## config.mk

```make
export PLATFORM = sky130hd
export DESIGN_NAME = writeback_stage
export DESIGN_NICKNAME = d
export VERILOG_FILES = /design/src/rtl/writeback_stage_pkg.sv /design/src/rtl/writeback_stage_load_align.sv /design/src/rtl/writeback_stage.sv
export SDC_FILE = /design/constraint.sdc
export NUM_CORES = 1
export LEC_CHECK = 0
export CORE_MARGIN = 3
export CORE_UTILIZATION = 35
export CTS_BUF_LIST = sky130_fd_sc_hd__clkbuf_4
export CTS_CLUSTER_DIAMETER = 100
export DETAILED_ROUTE_END_ITERATION = 7
export PLACE_DENSITY_LB_ADDON = 0.3
export SLEW_MARGIN = 20
export SYNTH_ARGS = -nofsm -noshare
export SYNTH_HDL_FRONTEND = slang
export SYNTH_HIERARCHICAL = 1
export SYNTH_SLANG_ARGS = --single-unit
export TNS_END_PERCENT = 1
```

## constraint.sdc

```tcl
create_clock -name clk -period 3.05 [get_ports clk]
set_clock_uncertainty 0.05 [all_clocks]
set_input_delay 0.305 -clock clk [delete_from_list [all_inputs] [get_ports clk]]
set_output_delay 0.305 -clock clk [all_outputs]
set_load 0.005 [all_outputs]
```

## src/rtl/writeback_stage_pkg.sv

```systemverilog
// Shared definitions for the memory/writeback boundary: load size encodings
// and the MEM/WB pipeline register layout.
package writeback_stage_pkg;

    localparam logic [2:0] F3_LB  = 3'b000;
    localparam logic [2:0] F3_LH  = 3'b001;
    localparam logic [2:0] F3_LW  = 3'b010;
    localparam logic [2:0] F3_LBU = 3'b100;
    localparam logic [2:0] F3_LHU = 3'b101;

    typedef struct packed {
        logic        reg_write;
        logic        memto_reg;
        logic        jump;
        logic [4:0]  rd;
        logic [2:0]  funct3;
        logic [31:0] alu_result;
        logic [31:0] mem_data;
        logic [31:0] pc;
    } mem_wb_t;

    function automatic logic [31:0] sext8(input logic [7:0] b);
        return {{24{b[7]}}, b};
    endfunction

    function automatic logic [31:0] sext16(input logic [15:0] h);
        return {{16{h[15]}}, h};
    endfunction

endpackage

```

## src/rtl/writeback_stage_load_align.sv

```systemverilog
// Extracts and extends a byte/half/word from an aligned memory word and flags
// accesses that cross their natural alignment.
module load_align
    import writeback_stage_pkg::*;
(
    input  logic [2:0]  funct3,
    input  logic [1:0]  offset,
    input  logic [31:0] mem_data,
    output logic [31:0] value,
    output logic        misaligned
);

    logic [31:0] shifted;
    logic [7:0]  ld_byte;
    logic [15:0] ld_half;

    always_comb begin
        shifted = mem_data >> {offset, 3'b000};
        ld_byte = shifted[7:0];
        ld_half = offset[1] ? mem_data[31:16] : mem_data[15:0];

        value      = 32'h0;
        misaligned = 1'b0;
        case (funct3)
            F3_LB:  value = sext8(ld_byte);
            F3_LBU: value = {24'h0, ld_byte};
            F3_LH: begin
                misaligned = offset[0];
                value      = sext16(ld_half);
            end
            F3_LHU: begin
                misaligned = offset[0];
                value      = {16'h0, ld_half};
            end
            // LW and any unlisted encoding load the full word
            default: begin
                misaligned = (offset != 2'b00);
                value      = mem_data;
            end
        endcase

        if (misaligned) begin
            value = 32'h0;
        end
    end

endmodule

```

## src/rtl/writeback_stage.sv

```systemverilog
// MEM/WB pipeline register plus writeback mux: one cycle from accept to
// register-file write, with a retired-instruction counter.
module writeback_stage
    import writeback_stage_pkg::*;
#(
    parameter int COUNT_W = 64
) (
    input  logic               clk,
    input  logic               rst,
    input  logic               in_valid,
    input  logic               stall,
    input  logic               in_RegWrite,
    input  logic               in_MemtoReg,
    input  logic               in_Jump,
    input  logic [4:0]         in_rd,
    input  logic [2:0]         in_funct3,
    input  logic [31:0]        in_alu_result,
    input  logic [31:0]        in_mem_data,
    input  logic [31:0]        in_pc,
    output logic               RegWrite,
    output logic [4:0]         write_id,
    output logic [31:0]        write_data,
    output logic               load_misaligned,
    output logic [COUNT_W-1:0] instret
);

    logic               accept;
    logic               wb_valid_d, wb_valid_q;
    mem_wb_t            wb_d, wb_q;
    logic [COUNT_W-1:0] instret_d, instret_q;
    logic [31:0]        load_value;
    logic               load_mis;

    assign accept = in_valid && !stall;

    always_comb begin
        wb_valid_d = accept;
        wb_d       = wb_q;
        instret_d  = instret_q;
        if (accept) begin
            wb_d.reg_write  = in_RegWrite;
            wb_d.memto_reg  = in_MemtoReg;
            wb_d.jump       = in_Jump;
            wb_d.rd         = in_rd;
            wb_d.funct3     = in_funct3;
            wb_d.alu_result = in_alu_result;
            wb_d.mem_data   = in_mem_data;
            wb_d.pc         = in_pc;
            instret_d       = instret_q + COUNT_W'(1);
        end
    end

    always_ff @(posedge clk) begin
        if (!rst) begin
            wb_valid_q <= 1'b0;
            wb_q       <= '0;
            instret_q  <= '0;
        end else begin
            wb_valid_q <= wb_valid_d;
            wb_q       <= wb_d;
            instret_q  <= instret_d;
        end
    end

    load_align u_load_align (
        .funct3     (wb_q.funct3),
        .offset     (wb_q.alu_result[1:0]),
        .mem_data   (wb_q.mem_data),
        .value      (load_value),
        .misaligned (load_mis)
    );

    // Outputs depend only on MEM/WB state, so nothing combinational reaches them from in_*
    always_comb begin
        RegWrite        = 1'b0;
        write_id        = 5'd0;
        write_data      = 32'h0;
        load_misaligned = 1'b0;
        if (wb_valid_q) begin
            RegWrite = wb_q.reg_write && (wb_q.rd != 5'd0);
            write_id = wb_q.rd;
            if (wb_q.jump) begin
                write_data = wb_q.pc + 32'd4;
            end else if (wb_q.memto_reg) begin
                write_data      = load_value;
                load_misaligned = load_mis;
            end else begin
                write_data = wb_q.alu_result;
            end
        end
    end

    assign instret = instret_q;

endmodule
```

Yosys cells after proc, flatten, opt, wreduce, memory -nomap -nowiden

Index checks and enable logic that the tools add are counted.

Add/subtract/negate cells: 2
Equality and inequality tests: 3
Shift-type cells: 1
Multiplexer cells: 12
Reduce and logical (&&, ||, !) cells: 8

Operators by type and width:

| operator                                            | count |
|---|---|
| 2-to-1 mux 32 bit                                   | 4 |
| one-hot mux 32 bit (4 select lines)                 | 1 |
| adder 64 x 1 -> 64 bit, second input constant       | 1 |
| adder 32 x 3 -> 32 bit, second input constant       | 1 |
| >> shifter 32 x 5 -> 8 bit                          | 1 |
| 2-to-1 mux 16 bit                                   | 1 |
| equality test 3 bit, second input constant          | 2 |
| 2-to-1 mux 5 bit                                    | 1 |
| nonzero test 5 bit                                  | 1 |
| 2-to-1 mux 1 bit                                    | 4 |
| OR reduction 2 bit                                  | 2 |
| equality test 3 x 1 -> 1 bit, second input constant | 1 |
| logical NOT 3 bit                                   | 1 |
| logical AND 1 bit                                   | 2 |
| one-hot mux 1 bit (2 select lines)                  | 1 |
| nonzero test 2 bit                                  | 1 |
| logical NOT 1 bit                                   | 1 |

Register bits: 172
Input port bits: 111
Output and inout port bits: 103
Word-level logic and storage cells: 36

Logic depth before layout (Yosys ltp)

Gate-level depths: netlist of the first run.

Depth after elaboration: 7
Depth in mapped cells: 10
Depth with buffers taken out: 8

By module

Netlist of the first run, hierarchy kept.

By module, submodules not included:

| module          | instances | cells each | area each (um^2) | sequential area each (um^2) |
|---|---|---|---|---|
| writeback_stage | 1         | 1,040      | 8,077.7          | 3,443.3 |
| load_align      | 1         | 123        | 794.5            | 0.0 |

Least setup slack after synthesis of the first run

Ideal clock, no wire load.

Path type: register to output
Start point: register wb_q[65] (netlist name)
End point: output write_data[9]
Data arrival time: 1.993 ns
Data required time: 2.695 ns
Setup slack: 0.702 ns
Cell stages (with the launch flop): 10
Path buffers: 2
Path through: dfxtp_1 buf_6 mux4_2 and3_4 buf_6 a211oi_4 a2111oi_2 mux2_2 o21ai_0 a21oi_1

Longest elaborated chain between the ends: 6
Elaborated cells on any way between the ends: 9
Those cells by class: shift: 1; mux: 7; reduce/logical: 1

Ends and longest elaborated chain:

| element                                                                                   | line                             | text |
|---|---|---|
| from (decl)                                                                               | writeback_stage.sv:29            | `mem_wb_t wb_d, wb_q;` |
| from (signal assigned)                                                                    | writeback_stage.sv:60            | `wb_q <= wb_d;` |
| >> shifter 32 x 5 -> 8 bit (tied with other cells)                                        | writeback_stage_load_align.sv:18 | `shifted = mem_data >> {offset, 3'b000};` |
| one-hot mux 32 bit (4 select lines) or one-hot mux 1 bit (2 select lines) (tied branches) | writeback_stage_load_align.sv:24 | `case (funct3)` |
| 2-to-1 mux 32 bit *                                                                       | writeback_stage_load_align.sv:42 | `if (misaligned) begin` |
| via load_value[9]                                                                         | writeback_stage.sv:31            | `logic [31:0] load_value;` |
| 2-to-1 mux 32 bit *                                                                       | writeback_stage.sv:84            | `end else if (wb_q.memto_reg) begin` |
| 2-to-1 mux 32 bit *                                                                       | writeback_stage.sv:82            | `if (wb_q.jump) begin` |
| 2-to-1 mux 32 bit *                                                                       | writeback_stage.sv:79            | `if (wb_valid_q) begin` |
| to (decl)                                                                                 | writeback_stage.sv:22            | `output logic [31:0] write_data,` |

Mark *: on every way through the listed nets, which the timed path passes. The rest lies on a longest branch.

Worst setup path in the final report of the first run

Start point: register wb_q[65] (netlist name)
End point: output write_data[4]

Same word-level chain as after synthesis.

==> impl_results.md, run 1 <==
- Via count: 8882
- Gr ovfl total: 0
- Critical Path RT: 2.69 ns
- P&R area growth vs syn: 31.9%
- Final min period: 3.14 ns
- Fin Hold WS: 0.198 ns
- Layout cells sized above 1: 10.2%
- Psw: 1.23 mW
- Fin crit share: 103%
- Fmax: 0.319 GHz
- Final WS setup: -0.0852 ns
- Critical Path AT: 2.78 ns
- Buffers on Ports: 213
- Status: finished, violations left
- Synth Flop Type: dfxtp_1
- Crit-path most repeated cell: a211oi_1
- Hold Crit Class: in2reg
- Crit path kind: reg2out
- Lkg Pwr: 4.03 nW
- All-Layer GR Usage: 20.6%
- Most common cell after layout, fill and taps aside: nand2_1
- Clk sinks: 172
- Drt drc: 0
- Mapped Nets: 1276
- Inserted Clock Buffers: 17
- Die Y: 165 µm
- Unique masters post-synth: 51
- First-pass GRT wire length: 44500 µm
- Failing checks: setup timing
- Max clock buf depth: 2
- Post-synth EDFFs: 0
- Clock root buffer: clkbuf_4
- RSZ-0062 raised after global routing: yes
- Crit path cell chain: buf_12 -> nor2b_1 -> a21oi_1 -> o21ai_0 -> and2_1 -> a211oi_1 -> a211oi_1 -> clkdlybuf4s50_1
- YS warnings: 6
- Most frequent cells in the layout: 253 x nand2_1, 186 x clkdlybuf4s50_1, 181 x a21oi_1
- CP max stage delay: 0.57 ns
- H-tree depth: 4
- Clk slew on worst S/H paths: 0.16 ns
- Logic pwr share: 12.8%
- DR pass1 iterations: 6
- HPWL Detailed: 20700 µm
- MaxCap Viol Count: 0
- Number of DRC markers in iteration 0: 648
- Synthesized area per cell: 7.63 µm²
- Final Hold Vio Count: 0
- Row cnt: 57
- Reg power frac: 54.0%
- Rel. slew slack: 28.4%
- P per Cell Area: 378 nW/µm²
- Cell-internal power: 3.20 mW
- Hold bufs inserted after CTS: 0
- CP max FO: 17
- Die W: 165 µm
- Slew Limit Fails: 0
- Final setup violation count: 8
- FF+latch count, synth: 172
- Clock power share: 33.2%
- CORE AREA: 24600 µm²
- Cell area after synthesis: 8870 µm²
- Routed wire per std cell: 17.1 µm
- Worst Setup Start Kind: flop
- I/O pins: 214
- Initial core utilization: 36.1%
- Sw Share: 27.8%
- Worst skew pair latency: 0.58 ns
- Vias per cell: 5.27
- Ys async rst share: 0%
- Nets: 1459
- VDD IR max: 211 µV
- Largest net degree at the start of global routing: 111
- Worst-margin pin slew: 1.07 ns
- Antenna violations before repair: 6
- Power Total: 4.42 mW
- Die Area: 27300 µm²
- Critical Path End Type: primary output
- Sequential share of the synthesized area: 38.8%
- CTS tree: built
- Slowest-stage cell, CP: clkdlybuf4s50_1
- Antenna viol nets, final: 0
- Vias in the first global route: 8575
- Mapped Cells: 1163
- Placer Congestion: 0.921
- Routed WL: 28800 µm
==> cells in the mapped netlist, types with 7 or more instances <==
master,n,area share [%]
nor2b_1,34,2.4
clkbuf_1,66,2.8
and2_1,23,1.6
nand3_1,28,1.6
nor2_1,47,2.0
xnor2_1,23,2.3
nand2_1,253,11
nand4_1,32,2.3
inv_1,17,0.72
xor2_1,33,3.3
o21ai_0,56,3.2
nor3_1,26,1.5
and3_1,12,0.85
or3_1,30,2.1
dfxtp_1,172,39
a21oi_1,181,10
and4_1,9,0.89
nor4_1,8,0.56
mux2_2,21,2.7
or4_1,7,0.59
a211oi_1,16,1.4
==> final timing paths <==
check                        start  cells after the start       endpoint  slack (ns)
setup / recovery          wb_q[65]                      8  write_data[4]       -0.09
hold / removal    in_alu_result[3]                      3       wb_q[67]        0.20
setup reg to reg       instret[23]                      5    instret[63]        0.58
hold reg to reg           wb_q[70]                      2       wb_q[70]        0.41
==> layout make-up <==
class / instances / area, µm²
fill: 2467 / 12900
multi-input combinational: 894 / 5090
sequential: 172 / 3450
timing repair buffer: 243 / 2370
tap: 324 / 405
clock inverter: 15 / 188
clock buffer: 17 / 128
inverter: 18 / 70.1
antenna: 1 / 2.50
==> metrics by stage <==
step | cell area (µm²) | setup WS [ns] | std cells | TNS (ns) | utilization (%)
3_5_place_dp | 11300 | 0.188 | 1643 | 0 | 46.0
4_1_cts | 11700 | -0.149 | 1683 | -1.69 | 47.7
5_1_grt | 11700 | -0.184 | 1684 | -2.94 | 47.6
6_report | 11700 | -0.0852 | 1684 | -0.236 | 47.6
3_3_place_gp | 11300 | 0.177 | 1643 | 0 | 46.0
2_1_floorplan | 8870 | 0.702 | 1163 | 0 | -
==> cells by family after synthesis <==
logic type	share of synthesized area, %
AND/OR/NAND/NOR	30.0
AO/OA/AOI/OAI	17.0
flip-flops	38.8
buffers and inverters	4.43
XOR/XNOR	5.53
multiplexers	3.96
adder cells (fa/ha/maj)	0.282
==> flip-flops by register name (all words and copies together) (netlist names) <==
register	cells
instret	64
wb_valid_q	1
wb_q	107
==> power by group through the flow <==
stage	registers (mW)	clock network [mW]	logic [mW]
2_1_floorplan	2.40	0	0.296
3_3_place_gp	2.43	0	0.538
3_5_place_dp	2.44	0	0.543
4_1_cts	2.39	1.51	0.569
5_1_grt	2.40	1.60	0.618
6_report	2.39	1.47	0.568
==> worst max-delay path, delay by kind of cell, from the launching register on <==
family                 cells  cell delay (ns)
DFF                        1             0.41
AOI/OAI and AO/OA          4             0.71
and+or+nand+nor            2             0.36
buffers and inverters      2             0.72
==> metal layers <==
metal | track usage, % | vias up | part of all wire, %
li1 | - | 4400 | -
met1 | 24.8 | 4116 | 41
met2 | 35.5 | 302 | 49
met3 | 5.59 | 54 | 7.5
met4 | 6.48 | 10 | 2.5
met5 | 0 | - | 0.28
==> what timing repair did <==
action | in CTS | in global routing
buffers inserted | 6 | 0
pin swaps | 4 | 3
cloned | 2 | 0
endpoints found under the setup margin | 32 | 32
gates resized for setup | 86 | 23
No activity file was read; power rests on OpenSTA's default activity.
==> inputs of run 2 (changes only) <==
--- a/config.mk
+++ b/config.mk
@@ -10,6 +10,7 @@
 export CTS_BUF_LIST = sky130_fd_sc_hd__clkbuf_4
 export CTS_CLUSTER_DIAMETER = 100
 export DETAILED_ROUTE_END_ITERATION = 7
+export GPL_ROUTABILITY_DRIVEN = 0
 export PLACE_DENSITY_LB_ADDON = 0.3
 export SLEW_MARGIN = 20
 export SYNTH_ARGS = -nofsm -noshare
==> run 2 against run 1 <==
Highest routed layer unchanged. Clock power down 13%. Sequential cell count unchanged. Count of clock-buffer cells in the layout up 1. Hold slack better by 0.014 ns. Setup slack improved by 0.084 ns. Cell count about the same. Sequential power about the same. Via count increased by 0.44%. First-iteration DRC count shrank 13%. Cell area about the same. Global-route usage decreased by 0.41 points. Sequential share of layout area is 0.10 points higher. Largest cell class unchanged. Critical endpoint is now write_data[18]. The run still ends with setup timing left.
==> impl_results.md, run 2 (same netlist as run 1, synthesis figures left out) <==
- Status: finished, violations left
- Failing checks: setup timing
- Area after DPL: 11300 µm² (about the same)
- DR pass1 iterations: 5 (-1)
- Met3 WL: 2120 µm (-1.2%)
- Critical Path AT: 2.70 ns (-0.08 ns)
- Die Y: 165 µm (unchanged)
- Routed WL: 28700 µm (-0.31%)
- Register Area: 3460 µm² (+0.29%)
- Clk slew on worst S/H paths: 0.16 ns (about the same)
- Slew Limit Fails: 0 (unchanged)
- CORE AREA: 24600 µm² (unchanged)
- Routed wire per std cell: 17.0 µm (-0.37%)
- Worst skew pair latency: 0.56 ns (-0.02 ns)
- Final non-filler cell area: 11700 µm² (about the same)
- Layout fillers: 2486 (+0.77%)
- Number of DRC markers in iteration 0: 565 (-13%)
- HPWL Detailed: 20600 µm (-0.42%)
- DRT met1 WL: 11900 µm (+1.1%)
- Crit path kind: reg2out
- R2R Path Start: instret[8]
- Lkg Pwr: 3.99 nW (-0.94%)
- Row cnt: 57 (unchanged)
- First-pass GRT wire length: 43800 µm (-1.5%)
- Fmax: 0.328 GHz (+2.8%)
- Initial core utilization: 36.1% (unchanged)
- I/O pins: 214 (unchanged)
- Rel. slew slack: 45.7% (+17 points)
- Hold Startpoint: in_pc[19]
- Crit Reg-Reg Endpoint: instret[55]
- Largest net degree at the start of global routing: 111 (unchanged)
- MaxCap Viol Count: 0 (unchanged)
- Final Hold Vio Count: 0 (unchanged)
- Most frequent cells in the layout: 253 x nand2_1, 187 x clkdlybuf4s50_1, 180 x a21oi_1
- Clk sinks: 172 (unchanged)
- Final WS setup: -0.000733 ns (+0.0844 ns)
- DR top layer: met5
- Final min period: 3.05 ns (-0.0844 ns)
- Final Core Density: 47.5% (about the same)
- P&R area growth vs syn: 31.8% (about the same)
- All-Layer GR Usage: 20.2% (-0.41 points)
- WHS Path Cells: 3 (unchanged)
- Via count: 8921 (+0.44%)
- Buffers on Ports: 213 (unchanged)
- P per Cell Area: 363 nW/µm² (-4.1%)
- Fin crit share: 100% (-2.8 points)
- Critical Path RT: 2.69 ns (about the same)
- CP max FO: 6 (-11)
- Most common cell after layout, fill and taps aside: nand2_1
- Layout cells sized above 1: 11.8% (+1.6 points)
- Worst-margin pin slew: 0.814 ns (-0.261 ns)
- Max FFs per register: 107 (unchanged)
- CTS tree: built
- Footprint of the multi-input gates: 5160 µm² (+1.3%)
- Clock root buffer: clkbuf_4
- RSZ-0062 raised after global routing: yes
- Vias per cell: 5.29 (+0.38%)
- Met2 routed WL: 14100 µm (+0.97%)
- R2R Setup Slk: 0.55 ns (-0.03 ns)
- R2R depth: 5 (unchanged)
- Antenna viol nets, final: 0 (unchanged)
- Max clock buf depth: 2 (unchanged)
- CP Launch Point: wb_q[65]
- Nets: 1460 (+0.069%)
- Die W: 165 µm (unchanged)
- Worst Setup Start Kind: flop
- Critical Path End Type: primary output
- VDD IR max: 228 µV (+8.0%)
- Antenna violations before repair: 7 (+1)
- Inserted Clock Buffers: 17 (unchanged)
- Worst Hold Path EP: wb_q[19]
- Vias in the first global route: 8278 (-3.5%)
- Hold Crit Class: in2reg
- Die Area: 27300 µm² (unchanged)
- Drt drc: 0 (unchanged)
- Final setup violation count: 1 (-7)
- Gr ovfl total: 0 (unchanged)
- H-tree depth: 4 (unchanged)
- Largest register by flop count: wb_q
-- run 2: worst max-delay path by stage --
| stage | end | slack (ns) | depth (start not counted) |
|---|---|---|---|
| after floorplan | write_data[9] | 0.70 | 9 |
| after global placement | write_data[9] | 0.13 | 8 |
| after detailed placement | write_data[9] | 0.11 | 8 |
| after CTS | write_data[11] | -0.15 | 7 |
| after global routing | write_data[18] | -0.16 | 8 |
| final | write_data[18] | -0.0007 | 8 |
-- run 2: layout make-up --
class | count | area share (%)
multi-input combinational | 894 | 44.1
sequential | 172 | 29.6
timing repair buffer | 244 | 20.0
tap | 324 | 3.47
clock buffer | 18 | 1.16
clock inverter | 14 | 1.08
inverter | 18 | 0.599
antenna | 1 | 0.0214
-- run 2: worst max-delay path: stages (launching register included) --
cell	delay [ns]
dfxtp_4	0.42
mux4_2	0.55
a21oi_4	0.24
buf_6	0.15
nor3_1	0.05
mux2_2	0.27
o21ai_1	0.12
a21oi_1	0.07
dlygate4sd2_1	0.27
-- run 2: repair_timing --
item	4_1_cts	5_1_grt
endpoints found under the setup margin	33	30
buffers inserted	4	3
hold buffers	0	0
gates cloned	1	0
endpoints found under the hold margin	0	0
pin swaps	5	6
gates resized for setup	84	57
-- run 2: metal layers --
layer  GRT usage (%)  vias up
met5               0        -
met4            5.07       12
met3            5.86       36
met2            34.8      273
met1            24.6     4189
li1                -     4411
-- run 2: stage by stage --
stage	power [mW]	TNS, ns	worst slack (ns)	hold WS, ns	cells
6_report	4.24	-0.000733	-0.000733	0.212	1685
5_1_grt	4.45	-2.10	-0.164	0.155	1685
4_1_cts	4.29	-1.83	-0.148	0.135	1681
3_5_place_dp	2.98	0	0.115	0.394	1644
3_3_place_gp	2.97	0	0.128	0.392	1644
2_1_floorplan	2.70	0	0.702	0.377	1163
-- run 2: report_power, final --
group,leakage [nW],internal (mW),total (mW),switching [mW]
clock,0.136,0.367,1.28,0.914
sequential,1.40,2.31,2.39,0.0765
combinational,2.45,0.295,0.569,0.274
total,3.99,2.98,4.24,1.26
